## src/rtl/hydra_pkg.sv

```systemverilog
// Shared Hydra types and constants.
// Used by the RX arbiter and its round-robin picker.
package hydra_pkg;

    localparam int HYDRA_NPORTS = 4;
    localparam int HYDRA_PTR_W  = 2;

    typedef enum logic [1:0] {
        IDLE,
        FLAG,
        GUARD
    } rx_arb_state_t;

endpackage

```

## src/rtl/rr_priority_pick.sv

```systemverilog
// Combinational round-robin search: first set bit of req
// at or above ptr, wrapping from N-1 back to 0.
module rr_priority_pick #(
    parameter int N = 4,
    parameter int W = 2
) (
    input  logic [N-1:0] req,
    input  logic [W-1:0] ptr,
    output logic [W-1:0] winner,
    output logic         valid
);

    logic found;

    always_comb begin
        winner = '0;
        found  = 1'b0;
        valid  = |req;
        for (int k = 0; k < N; k++) begin
            if (!found && req[(int'(ptr) + k) % N]) begin
                winner = W'((int'(ptr) + k) % N);
                found  = 1'b1;
            end
        end
    end

endmodule

```

## src/rtl/hydra_rx_arbiter.sv

```systemverilog
// Round-robin arbiter from the four RX UARTs into comms_ctrl,
// with a settle guard after each unload and per-port counters.
module hydra_rx_arbiter
    import hydra_pkg::*;
#(
    parameter int WIDTH        = 64,
    parameter int NPORTS       = HYDRA_NPORTS,
    parameter int GUARD_CYCLES = 2,
    parameter int CNT_BITS     = 16
) (
    input  logic                             clk,
    input  logic                             reset_n_clk,
    input  logic [NPORTS-1:0][WIDTH-2:0]     rx_data_uart,
    input  logic [NPORTS-1:0]                rx_empty_uart,
    input  logic [NPORTS-1:0]                enable_posi,
    input  logic                             comms_busy,
    input  logic                             clear_counts,
    output logic [WIDTH-2:0]                 rx_data,
    output logic                             rx_data_flag,
    output logic [NPORTS-1:0]                uld_rx_data_uart,
    output logic [HYDRA_PTR_W-1:0]           grant_port,
    output logic                             arb_busy,
    output logic [NPORTS-1:0][CNT_BITS-1:0]  rx_count
);

    localparam int PW = HYDRA_PTR_W;
    localparam int GW = 3;
    localparam logic [NPORTS-1:0] ONE = NPORTS'(1);
    localparam logic [CNT_BITS-1:0] CNT_MAX = '1;

    rx_arb_state_t     state_q, state_d;
    logic [GW-1:0]     guard_q, guard_d;
    logic [PW-1:0]     ptr_q;
    logic [PW-1:0]     win;
    logic              win_vld;
    logic              grant;
    logic              flag_d;
    logic [NPORTS-1:0] req;

    assign req      = enable_posi & ~rx_empty_uart;
    assign arb_busy = (state_q != IDLE);

    rr_priority_pick #(
        .N (NPORTS),
        .W (PW)
    ) u_pick (
        .req    (req),
        .ptr    (ptr_q),
        .winner (win),
        .valid  (win_vld)
    );

    always_comb begin
        state_d = state_q;
        guard_d = guard_q;
        grant   = 1'b0;
        flag_d  = 1'b0;
        unique case (state_q)
            IDLE: begin
                if (!comms_busy && win_vld) begin
                    grant   = 1'b1;
                    state_d = FLAG;
                end
            end
            FLAG: begin
                flag_d  = 1'b1;
                guard_d = GW'(GUARD_CYCLES);
                state_d = GUARD;
            end
            GUARD: begin
                guard_d = guard_q - 1'b1;
                if (guard_q <= GW'(1)) state_d = IDLE;
            end
            default: state_d = IDLE;
        endcase
    end

    always_ff @(posedge clk or negedge reset_n_clk) begin
        if (!reset_n_clk) begin
            state_q          <= IDLE;
            guard_q          <= '0;
            ptr_q            <= '0;
            rx_data          <= '0;
            rx_data_flag     <= 1'b0;
            uld_rx_data_uart <= '0;
            grant_port       <= '0;
        end else begin
            state_q          <= state_d;
            guard_q          <= guard_d;
            rx_data_flag     <= flag_d;
            uld_rx_data_uart <= grant ? (ONE << win) : '0;
            if (grant) begin
                rx_data    <= rx_data_uart[win];
                grant_port <= win;
                ptr_q      <= win + 1'b1;
            end
        end
    end

    // clear has priority over a coincident grant increment
    always_ff @(posedge clk or negedge reset_n_clk) begin
        if (!reset_n_clk) begin
            rx_count <= '0;
        end else begin
            for (int i = 0; i < NPORTS; i++) begin
                if (clear_counts) begin
                    rx_count[i] <= '0;
                end else if (grant && win == PW'(i)
                             && rx_count[i] != CNT_MAX) begin
                    rx_count[i] <= rx_count[i] + 1'b1;
                end
            end
        end
    end

endmodule

```

## config.mk

```make
export PLATFORM = sky130hd
export DESIGN_NAME = hydra_rx_arbiter
export DESIGN_NICKNAME = d
export VERILOG_FILES = /design/src/rtl/hydra_pkg.sv /design/src/rtl/rr_priority_pick.sv /design/src/rtl/hydra_rx_arbiter.sv
export SDC_FILE = /design/constraint.sdc
export NUM_CORES = 1
export LEC_CHECK = 0
export BUFFER_PORTS_ARGS = -buffer_cell sky130_fd_sc_hd__buf_2
export CAP_MARGIN = 20
export CORE_AREA = 2 2 155 157
export DETAILED_ROUTE_END_ITERATION = 8
export DIE_AREA = 0 0 157 159
export PLACE_DENSITY = 0.62
export SLEW_MARGIN = 30
export SYNTH_ARGS = -nofsm -noshare
export SYNTH_HDL_FRONTEND = slang
export SYNTH_SLANG_ARGS = --single-unit
```

## constraint.sdc

```tcl
create_clock -name clk -period 3.05 [get_ports clk]
set_input_delay 0.4575 -clock clk [delete_from_list [all_inputs] [get_ports clk]]
set_output_delay 0.4575 -clock clk [all_outputs]
set_load 0.005 [all_outputs]
```

==> results of run 1 <==
cells in the mapped netlist (all sizes together) (8+ instances only):
cell type  instances  area [sq um]
a21oi             10         53.80
o221ai            63         551.8
xnor2             38         332.8
or4                8         60.06
nor3              10         50.05
clkbuf            34         127.6
inv               11         41.29
mux2i            131          1311
nor2              71         266.5
ha                 9         112.6
buf               19         83.83
and3               9         61.31
dfrtp            141          3528
nor2b              9         56.30
o21ai             14         70.06
nand2             93         349.1
nor4              28         175.2
xor2              11         96.34
nand3             34         170.2
nand4             20         125.1
power by group:
part	total [uW]	internal, uW	switching (uW)
clock	2130	1330	809
sequential	2620	2340	274
combinational	2360	1090	1270
total	7120	4760	2360
worst min path at each step:
stage / startpoint / to / slack [ps] / cells after the start
final: reset_n_clk / rx_data[4]$_DFFE_PN0P_ / -0.5 / 1
after global routing: reset_n_clk / rx_data[4]$_DFFE_PN0P_ / 30 / 1
after CTS: reset_n_clk / rx_data[13]$_DFFE_PN0P_ / 9 / 1
after detailed placement: reset_n_clk / rx_data[13]$_DFFE_PN0P_ / 460 / 1
after global placement: grant_port[0]$_DFFE_PN0P_ / grant_port[0]$_DFFE_PN0P_ / 460 / 2
after floorplan: reset_n_clk / grant_port[0]$_DFFE_PN0P_ / 160 / 0
layout make-up:
cell class              instances  area (sq um)  area share
multi-input cells             614          4322      0.3888
clock buffers                  21         460.4     0.04143
clock inverters                10         140.1     0.01261
flip-flops and latches        141          3528      0.3175
diodes                          1         2.502   0.0002251
well taps                     319         399.1     0.03591
repair buffers                421          2221      0.1998
inverters                      11         41.29    0.003715
per-layer routing:
layer | vias up | share of wire | GRT usage
met3 | 51 | 0.074 | 0.05716
met2 | 303 | 0.46 | 0.3361
met5 | - | 0.0028 | 0
met1 | 3751 | 0.44 | 0.2881
met4 | 12 | 0.025 | 0.07631
li1 | 3797 | - | -
sequential cells by signal (all words and copies together) (netlist names):
signal	cells
grant_port	2
guard_q	3
ptr_q	2
rx_count	64
rx_data	63
rx_data_flag	1
state_q	2
uld_rx_data_uart	4
kinds of logic after synthesis:
| family | count (synthesis) | share of synthesized area |
|---|---|---|
| XOR/XNOR | 49 | 0.05319 |
| multiplexers | 135 | 0.1681 |
| buffers and inverters | 64 | 0.03133 |
| AO/OA/AOI/OAI | 104 | 0.1007 |
| AND/OR/NAND/NOR | 317 | 0.1954 |
| flip-flops | 141 | 0.4373 |
| adder cells (fa/ha/maj) | 9 | 0.01396 |
per-stage QoR:
stage	util	area, sq um	hold WS, ps	total power (uW)
after CTS	0.4791	11110	9.285	7200
after global placement	0.4532	10510	463.0	4991
final	0.4792	11110	-0.5227	7117
after global routing	0.4791	11110	32.06	7569
after floorplan	-	8068	161.9	3907
after detailed placement	0.4532	10510	460.6	5022
==> key figures, run 1 <==
Clock tree
  • Hold_buf cts: 0
  • Clk pin slew, worst setup/hold paths: 60 ps
  • CTS tree: yes
  • Setup Fix Bufs, Post-CTS: 0
  • Num CTS Buffers: 17
  • H-tree depth: 4
  • Sinks on Clock Net: 141
  • Clock root cell: clkbuf_16
  • Clock buffer depth: 2
  • Post-CTS Resized: 0
  • Worst skew pair latency: 420 ps

Global route
  • Initial antenna violation count: 7
  • First-pass GRT wire length: 42010 um
  • Number of global-route vias before repair: 7682
  • Global Route Usage Sum: 0.2154
  • GRT overflow: 0
  • Largest net degree at the start of global routing: 62

Flow run
  • Maxcap violations: 0

STA
  • WHS: -0.5227 ps
  • Final Hold Viols: 1
  • Post-layout min period: 2574 ps
  • Final WS setup: 476.4 ps
  • Final critical-path share of the clock period: 0.8438
  • Worst-Margin Slew: 682.4 ps
  • Final setup fails: 0
  • RSZ-0062 raised after global routing: false
  • Fmax: 0.3886 GHz
  • Setup TNS: 0 ps
  • Slew Limit Headroom: 0.5441
  • Max-slew violations: 0
  • Final Skew: 9.779 ps

Logic synthesis
  • Mapped Nets: 1092
  • Flops & latches, synth: 141
  • Syn Inst Count: 819
  • Mean Syn Cell Area: 9.851 sq um
  • Synthesized area: 8068 sq um
  • Number of synthesized flops with an enable pin: 0
  • Post-synthesis async set-or-reset flop share: 1.000
  • Sequential share of the synthesized area: 0.4373
  • Post-synth cell types: 50
  • Synth Flop Type: dfrtp_1
  • Yosys warning total: 0

Place
  • RePlAce Congestion: 0.8666
  • DP HPWL: 20770 um
  • Placed Cells: 1506
  • Placement Setup Slack: 352.4 ps
  • PortBufs: 398

Status
  • Failing checks: hold timing
  • Status: complete, but fails checks

Power and ir drop
  • P_leak: 0.005797 uW
  • Power Density: 640.4 nW/um^2
  • VDD IR max: 0.2588 mV

Hold path
  • Hold Crit Class: primary input to async pin

Final layout
  • Commonest cells after routing, fill and taps aside: 397 x buf_2, 141 x dfrtp_1, 131 x mux2i_1, 92 x nand2_1, 71 x nor2_1
  • Final-stage net count: 1479
  • Finished Layout Cells: 1538
  • Fill cell count: 2218
  • Layout cell share with drive strength beyond 1: 0.3793
  • Most common cell after layout, fill and taps aside: buf_2
  • P&R area growth vs syn: 37.76%

Floorplan
  • Top-Level Pins: 399
  • Die area: 24960 sq um
  • Starting Density: 0.3479
  • Core ar.: 23190 sq um
  • Row cnt: 56
  • Chip height: 159 um
  • Horiz. Die Dim: 157 um

Setup path
  • Reg2Reg Setup Slack: 480 ps
  • Critical path type: register to register
  • Worst path slowest cell: nor4b_1
  • Crit path buf inv count: 0
  • Worst setup startpoint: rx_count[16]$_DFFE_PN0P_
  • CP delay by family, top: simple AND/OR/NAND/NOR gates
  • Worst Path Required: 3350 ps
  • R2r worst-path depth: 7
  • CP endpoint kind: register
  • R2R Path End: rx_count[29]$_DFFE_PN0P_
  • Worst flop-to-flop path startpoint: rx_count[16]$_DFFE_PN0P_
  • CP max FO: 8
  • Critical path cell sequence: ha_1, and4_1, and2_1, nor2b_1, nor4b_1, and3_1, mux2_1
  • CP Depth: 7
  • Crit path to: rx_count[29]$_DFFE_PN0P_
  • CP max stage delay: 560 ps
  • Arr. time, crit path: 2870 ps
  • Critical Path Start Type: register

Routing
  • Total wire length: 27500 um
  • Wire length per cell: 17.88 um
  • Post-route DRC: 0
  • Drt first-iter violations: 416
  • DR vias/cell: 5.146
  • DRT antenna net count: 0
  • First drt pass iteration count: 5
  • Total number of vias: 7914
No activity file was read; power rests on OpenSTA's default activity.
==> inputs of run 2 (changes only) <==
Clock period 3.05 ns to 2.49 ns, I/O delays scaled along.
==> run 2 against run 1 <==
Against the previous run: the run now ends clean; non-clock buffer count grew 9; global-route usage up 0.31 points; critical endpoint unchanged; total power increased by 24%; highest routed layer unchanged.
==> key figures, run 2 (synthesized netlist as in run 1, its figures left out) <==
Final layout
  • Most common cell after layout, fill and taps aside: buf_2
  • P&R area growth vs syn: 39.61%
  • Finished Layout Cells: 1549 (+0.72%)
  • Final-stage net count: 1488 (+0.61%)
  • Largest regs: rx_count x64, rx_data x63, uld_rx_data_uart x4
  • Layout cell share with drive strength beyond 1: 0.3868 (+0.007497)
  • Storage cell area: 3528 sq um (unchanged)
  • Fill cell count: 2209 (-0.41%)
  • Commonest cells after routing, fill and taps aside: 397 x buf_2, 141 x dfrtp_1, 131 x mux2i_1, 92 x nand2_1, 71 x nor2_1
  • Multi-input logic area: 4344 sq um (+0.52%)
  • Max reg flops: 64 (unchanged)
  • Register bank with the most flops: rx_count

Clock tree
  • Worst skew pair latency: 420 ps (about the same)
  • Sinks on Clock Net: 141 (unchanged)
  • Num CTS Buffers: 17 (unchanged)
  • Clk pin slew, worst setup/hold paths: 60 ps (about the same)
  • CTS tree: yes
  • Clock buffer depth: 2 (unchanged)
  • H-tree depth: 4 (unchanged)
  • Clock root cell: clkbuf_16

STA
  • Post-layout min period: 2358 ps (-215.3 ps)
  • RSZ-0062 raised after global routing: true
  • Slew Limit Headroom: 0.3929 (-0.1512)
  • Final Hold Viols: 0 (-1)
  • WHS: 272.4 ps (+273.0 ps)
  • Final setup fails: 0 (unchanged)
  • Final Skew: 8.868 ps (-0.9110 ps)
  • Fmax: 0.4240 GHz (+9.1%)
  • Worst-Margin Slew: 910.7 ps (+228.2 ps)
  • Max-slew violations: 0 (unchanged)
  • Final critical-path share of the clock period: 0.9471 (+0.1033)
  • Setup TNS: 0 ps (unchanged)

Flow run
  • Maxcap violations: 0 (unchanged)

Setup path
  • Crit path buf inv count: 1 (+1)
  • Critical Path Start Type: register
  • CP max FO: 3 (-5)
  • Worst flop-to-flop path startpoint: state_q[0]$_DFFE_PN0P_
  • Critical path cell sequence: inv_1, ha_1, nand2b_1, a41oi_1, nand4_1, nor4b_1, and3_1, mux2_1
  • Worst setup startpoint: state_q[0]$_DFFE_PN0P_
  • CP max stage delay: 400 ps (-160 ps)
  • R2r worst-path depth: 8 (+1)
  • Worst Path Required: 2790 ps (-560 ps)
  • Arr. time, crit path: 2660 ps (-210 ps)
  • Reg2Reg Setup Slack: 130 ps (-340 ps)
  • CP Depth: 8 (+1)
  • CP endpoint kind: register
  • Worst path slowest cell: nor4b_1
  • Critical path type: register to register
  • CP delay by family, top: simple AND/OR/NAND/NOR gates
  • R2R Path End: rx_count[29]$_DFFE_PN0P_

Global route
  • Global Route Usage Sum: 0.2185 (+0.003109)
  • Largest net degree at the start of global routing: 68 (+9.7%)
  • First-pass GRT wire length: 42640 um (+1.5%)
  • GRT overflow: 0 (unchanged)
  • Number of global-route vias before repair: 7790 (+1.4%)
  • Initial antenna violation count: 9 (+2)

Routing
  • Total number of vias: 8032 (+1.5%)
  • First drt pass iteration count: 5 (unchanged)
  • Drt first-iter violations: 368 (-12%)
  • Post-route DRC: 0 (unchanged)
  • DR vias/cell: 5.185 (+0.77%)
  • Wire length per cell: 17.93 um (+0.29%)
  • Total wire length: 27780 um (+1.0%)
  • DRT antenna net count: 0 (unchanged)

Power and ir drop
  • P_leak: 0.005866 uW (+1.2%)
  • Final Power: 8858 uW (+24%)
  • VDD IR max: 0.3591 mV (+39%)
  • Power Density: 786.5 nW/um^2 (+23%)

Hold path
  • Worst Hold Endpoint: rx_data[5]$_DFFE_PN0P_
  • Hold path depth: 3
  • Hold Crit Class: primary input to register
  • Hold Startpoint: rx_data_uart[68]

Place
  • Placed Cells: 1513 (+0.46%)
  • PortBufs: 398 (unchanged)
  • DP HPWL: 21050 um (+1.4%)
  • RePlAce Congestion: 0.8625 (-0.47%)

Floorplan
  • Top-Level Pins: 399 (unchanged)
  • Starting Density: 0.3479 (unchanged)
  • Chip height: 159 um (unchanged)
  • Horiz. Die Dim: 157 um (unchanged)
  • Core ar.: 23190 sq um (unchanged)
  • Die area: 24960 sq um (unchanged)
  • Row cnt: 56 (unchanged)

Status
  • Status: finished, final reports clean
run 2: routing by layer:
metal / vias to the layer above / track usage / part of all wire
li1: 3821 / - / -
met1: 3865 / 0.2818 / 0.43
met2: 303 / 0.3642 / 0.49
met3: 31 / 0.05308 / 0.068
met4: 12 / 0.06088 / 0.015
met5: - / 0 / 0.0029
run 2: worst max path at each step:
stage                          endpoint
6_report       rx_count[29]$_DFFE_PN0P_
5_1_grt        rx_count[29]$_DFFE_PN0P_
4_1_cts         rx_count[3]$_DFFE_PN0P_
3_5_place_dp    rx_count[3]$_DFFE_PN0P_
3_3_place_gp    rx_count[3]$_DFFE_PN0P_
2_1_floorplan  rx_count[29]$_DFFE_PN0P_
run 2: power breakdown:
part	leakage, uW	switching [uW]	internal, uW
clock	0.000290	1040	1640
combinational	0.00373	1600	1370
sequential	0.00185	336	2870
total	0.00587	2980	5880
run 2: layout make-up:
type,count,share of cell area
Inverter,11,0.003666
Tap cell,319,0.03544
Sequential cell,141,0.3133
Clock buffer,20,0.04055
Timing Repair Buffer,430,0.2067
Antenna cell,2,0.0004443
Clock inverter,12,0.01422
Multi-Input combinational cell,614,0.3857
run 2: worst reg2reg max path: cells and delay by family (launching register included):
family                   cells  cell delay [ps]
multiplexers                 1              320
buffers and inverters        1               90
AO/OA/AOI/OAI                1              290
adder cells (fa/ha/maj)      1              180
AND/OR/NAND/NOR              4              950
flip-flops                   1              390
run 2: repair_timing:
action                                 in CTS  in global routing
hold buffers                                1                  0
buffers inserted                            0                  0
gates resized for setup                     0                  6
endpoints found under the hold margin      30                  0
setup endpoints to repair                   0                  5
run 2: metrics by stage:
step	utilization	worst slack, ps	cell area, sq um
floorplan	-	132.0	8068
detailed placement	0.4560	61.69	10580
CTS	0.4831	131.0	11200
global route	0.4855	-11.34	11260
global placement	0.4560	86.16	10580
finish	0.4857	131.7	11260
==> inputs of run 3 (changes only) <==
Settings changed: CELL_PAD_IN_SITES_DETAIL_PLACEMENT set to 2, CELL_PAD_IN_SITES_GLOBAL_PLACEMENT set to 2, CORE_AREA 2 2 155 157 to 2 2 180 182, DIE_AREA 0 0 157 159 to 0 0 182 184, PLACE_DENSITY 0.62 to 0.78.
==> run 3 against run 2 <==
Against the previous run: global-route usage decreased by 1.0 points; setup slack got worse by 98 ps; utilization decreased by 12 points; maximum frequency decreased by 4.0%; via count increased by 4.2%; total power increased by 2.2%; design area increased by 1.4%; count of clock-buffer cells in the layout decreased by 2; critical path type unchanged; critical endpoint is now rx_count[63]$_DFFE_PN0P_; largest cell class unchanged; largest power group unchanged; highest routed layer unchanged.
==> key figures, run 3 (synthesized netlist as in run 1, its figures left out) <==
Status
  • Status: finished, final reports clean

STA
  • Final Hold Viols: 0 (unchanged)
  • RSZ-0062 raised after global routing: true
  • Post-layout min period: 2457 ps (+98.45 ps)
  • Slew Limit Headroom: 0.3963 (+0.003365)
  • Fmax: 0.4070 GHz (-4.0%)
  • Final critical-path share of the clock period: 0.9866 (+0.03954)
  • Final Skew: 12.57 ps (+3.701 ps)
  • Final WS setup: 33.25 ps (-98.45 ps)
  • Max-slew violations: 0 (unchanged)
  • Final setup fails: 0 (unchanged)
  • Worst-Margin Slew: 905.6 ps (-5.048 ps)

Final layout
  • Finished Layout Cells: 1639 (+5.8%)
  • Commonest cells after routing, fill and taps aside: 397 x buf_2, 141 x dfrtp_1, 131 x mux2i_1, 92 x nand2_1, 71 x nor2_1
  • Antenna cells: 0 (-2)
  • Final-stage net count: 1497 (+0.60%)
  • Final Cell Area: 11420 sq um (+1.4%)
  • Largest regs: rx_count x64, rx_data x63, uld_rx_data_uart x4
  • Max reg flops: 64 (unchanged)
  • Final core occ: 0.3638 (-0.1219)
  • Register bank with the most flops: rx_count
  • Fill cell count: 3510 (+59%)
  • P&R area growth vs syn: 41.55%
  • Most common cell after layout, fill and taps aside: buf_2
  • Layout cell share with drive strength beyond 1: 0.3953 (+0.008503)

Floorplan
  • Core ar.: 31390 sq um (+35%)
  • Horiz. Die Dim: 182 um (+16%)
  • Row cnt: 65 (+16%)
  • Chip height: 184 um (+16%)
  • Die area: 33490 sq um (+34%)
  • Starting Density: 0.2570 (-0.09087)
  • Top-Level Pins: 399 (unchanged)

Place
  • Post-DP Area: 10780 sq um (+2.0%)
  • DP HPWL: 26790 um (+27%)
  • Placement Setup Slack: -35.34 ps (-97.03 ps)
  • RePlAce Congestion: 0.8141 (-5.6%)
  • PortBufs: 398 (unchanged)
  • Placed Cells: 1606 (+6.1%)

Global route
  • Initial antenna violation count: 1 (-8)
  • Global Route Usage Sum: 0.2085 (-0.01006)
  • First-pass GRT wire length: 53790 um (+26%)
  • Largest net degree at the start of global routing: 75 (+10%)
  • Number of global-route vias before repair: 9294 (+19%)
  • GRT overflow: 0 (unchanged)

Setup path
  • Worst Path Required: 2770 ps (-20 ps)
  • Critical path type: register to register
  • Arr. time, crit path: 2730 ps (+70 ps)
  • R2r worst-path depth: 9 (+1)
  • CP max FO: 6 (+3)
  • Critical Path Start Type: register
  • CP endpoint kind: register

Clock tree
  • Setup Fix Bufs, Post-CTS: 0 (unchanged)
  • Num CTS Buffers: 17 (unchanged)
  • Clk pin slew, worst setup/hold paths: 70 ps (about the same)
  • Sinks on Clock Net: 141 (unchanged)
  • Clock buffer depth: 2 (unchanged)
  • Clock root cell: clkbuf_16
  • H-tree depth: 4 (unchanged)
  • CTS tree: yes
  • Worst skew pair latency: 440 ps (+20 ps)

Power and ir drop
  • Power Density: 792.6 nW/um^2 (+0.78%)
  • P_leak: 0.005893 uW (+0.47%)
  • Final Power: 9051 uW (+2.2%)
  • VDD IR max: 0.4523 mV (+26%)

Routing
  • Wire length per cell: 21.56 um (+20%)
  • Total number of vias: 8371 (+4.2%)
  • DRT antenna net count: 0 (unchanged)
  • Drt first-iter violations: 296 (-20%)
  • DR vias/cell: 5.107 (-1.5%)
  • First drt pass iteration count: 4 (-1)
  • Total wire length: 35350 um (+27%)
  • Post-route DRC: 0 (unchanged)

Hold path
  • Hold path depth: 3 (unchanged)
  • Hold Crit Class: primary input to register

Flow run
  • Maxcap violations: 0 (unchanged)
-- run 3: critical path: stages (launching register included) --
cell and delay, ps:
dfrtp_1 400, inv_1 110, ha_1 200, nand2b_1 120, a21oi_1 310, o21ai_4 150, or4_1 560, buf_4 170
o21ai_0 180, a21oi_1 100
-- run 3: area by class of cell --
cell class                      count  area (sq um)  area share
Clock buffer                       18         429.2     0.03758
Clock inverter                     14         160.2     0.01402
Inverter                           11         41.29    0.003616
Multi-Input combinational cell    614          4362      0.3819
Sequential cell                   141          3528      0.3090
Tap cell                          402         503.0     0.04405
Timing Repair Buffer              439          2396      0.2098
-- run 3: routing by layer --
| layer | GRT usage | share of wire |
|---|---|---|
| met5 | 0 | 0.00020 |
| met2 | 0.3727 | 0.52 |
| met3 | 0.04418 | 0.048 |
| met1 | 0.2474 | 0.40 |
| met4 | 0.07290 | 0.026 |
-- run 3: through the flow --
step	setup TNS, ps	hold WS, ps
floorplan	0	77.91
global placement	0	441.5
detailed placement	-75.26	447.5
CTS	0	241.5
global route	-202.4	266.6
finish	0	264.8
-- run 3: path summary, 6_finish.rpt --
kind / start / endpoint / slack [ps]
max: state_q[0]$_DFFE_PN0P_ / rx_count[63]$_DFFE_PN0P_ / 30
min: rx_data_uart[88] / rx_data[25]$_DFFE_PN0P_ / 260
max reg2reg: state_q[0]$_DFFE_PN0P_ / rx_count[63]$_DFFE_PN0P_ / 30
min reg2reg: rx_data[23]$_DFFE_PN0P_ / rx_data[23]$_DFFE_PN0P_ / 480
max in group asynchronous: reset_n_clk / rx_data[2]$_DFFE_PN0P_ / 1290
min in group asynchronous: reset_n_clk / grant_port[0]$_DFFE_PN0P_ / 530
-- run 3: where the power goes --
part	leakage, uW	internal [uW]	switching (uW)
Clock	0.000274	1490	1150
Combinational	0.00377	1380	1780
Sequential	0.00185	2870	375
-- run 3: what timing repair did --
| action | in CTS | in global routing |
|---|---|---|
| gates resized for setup | 1 | 7 |
| endpoints found under the hold margin | 53 | 0 |
| setup endpoints to repair | 1 | 11 |
| hold buffers | 1 | 0 |
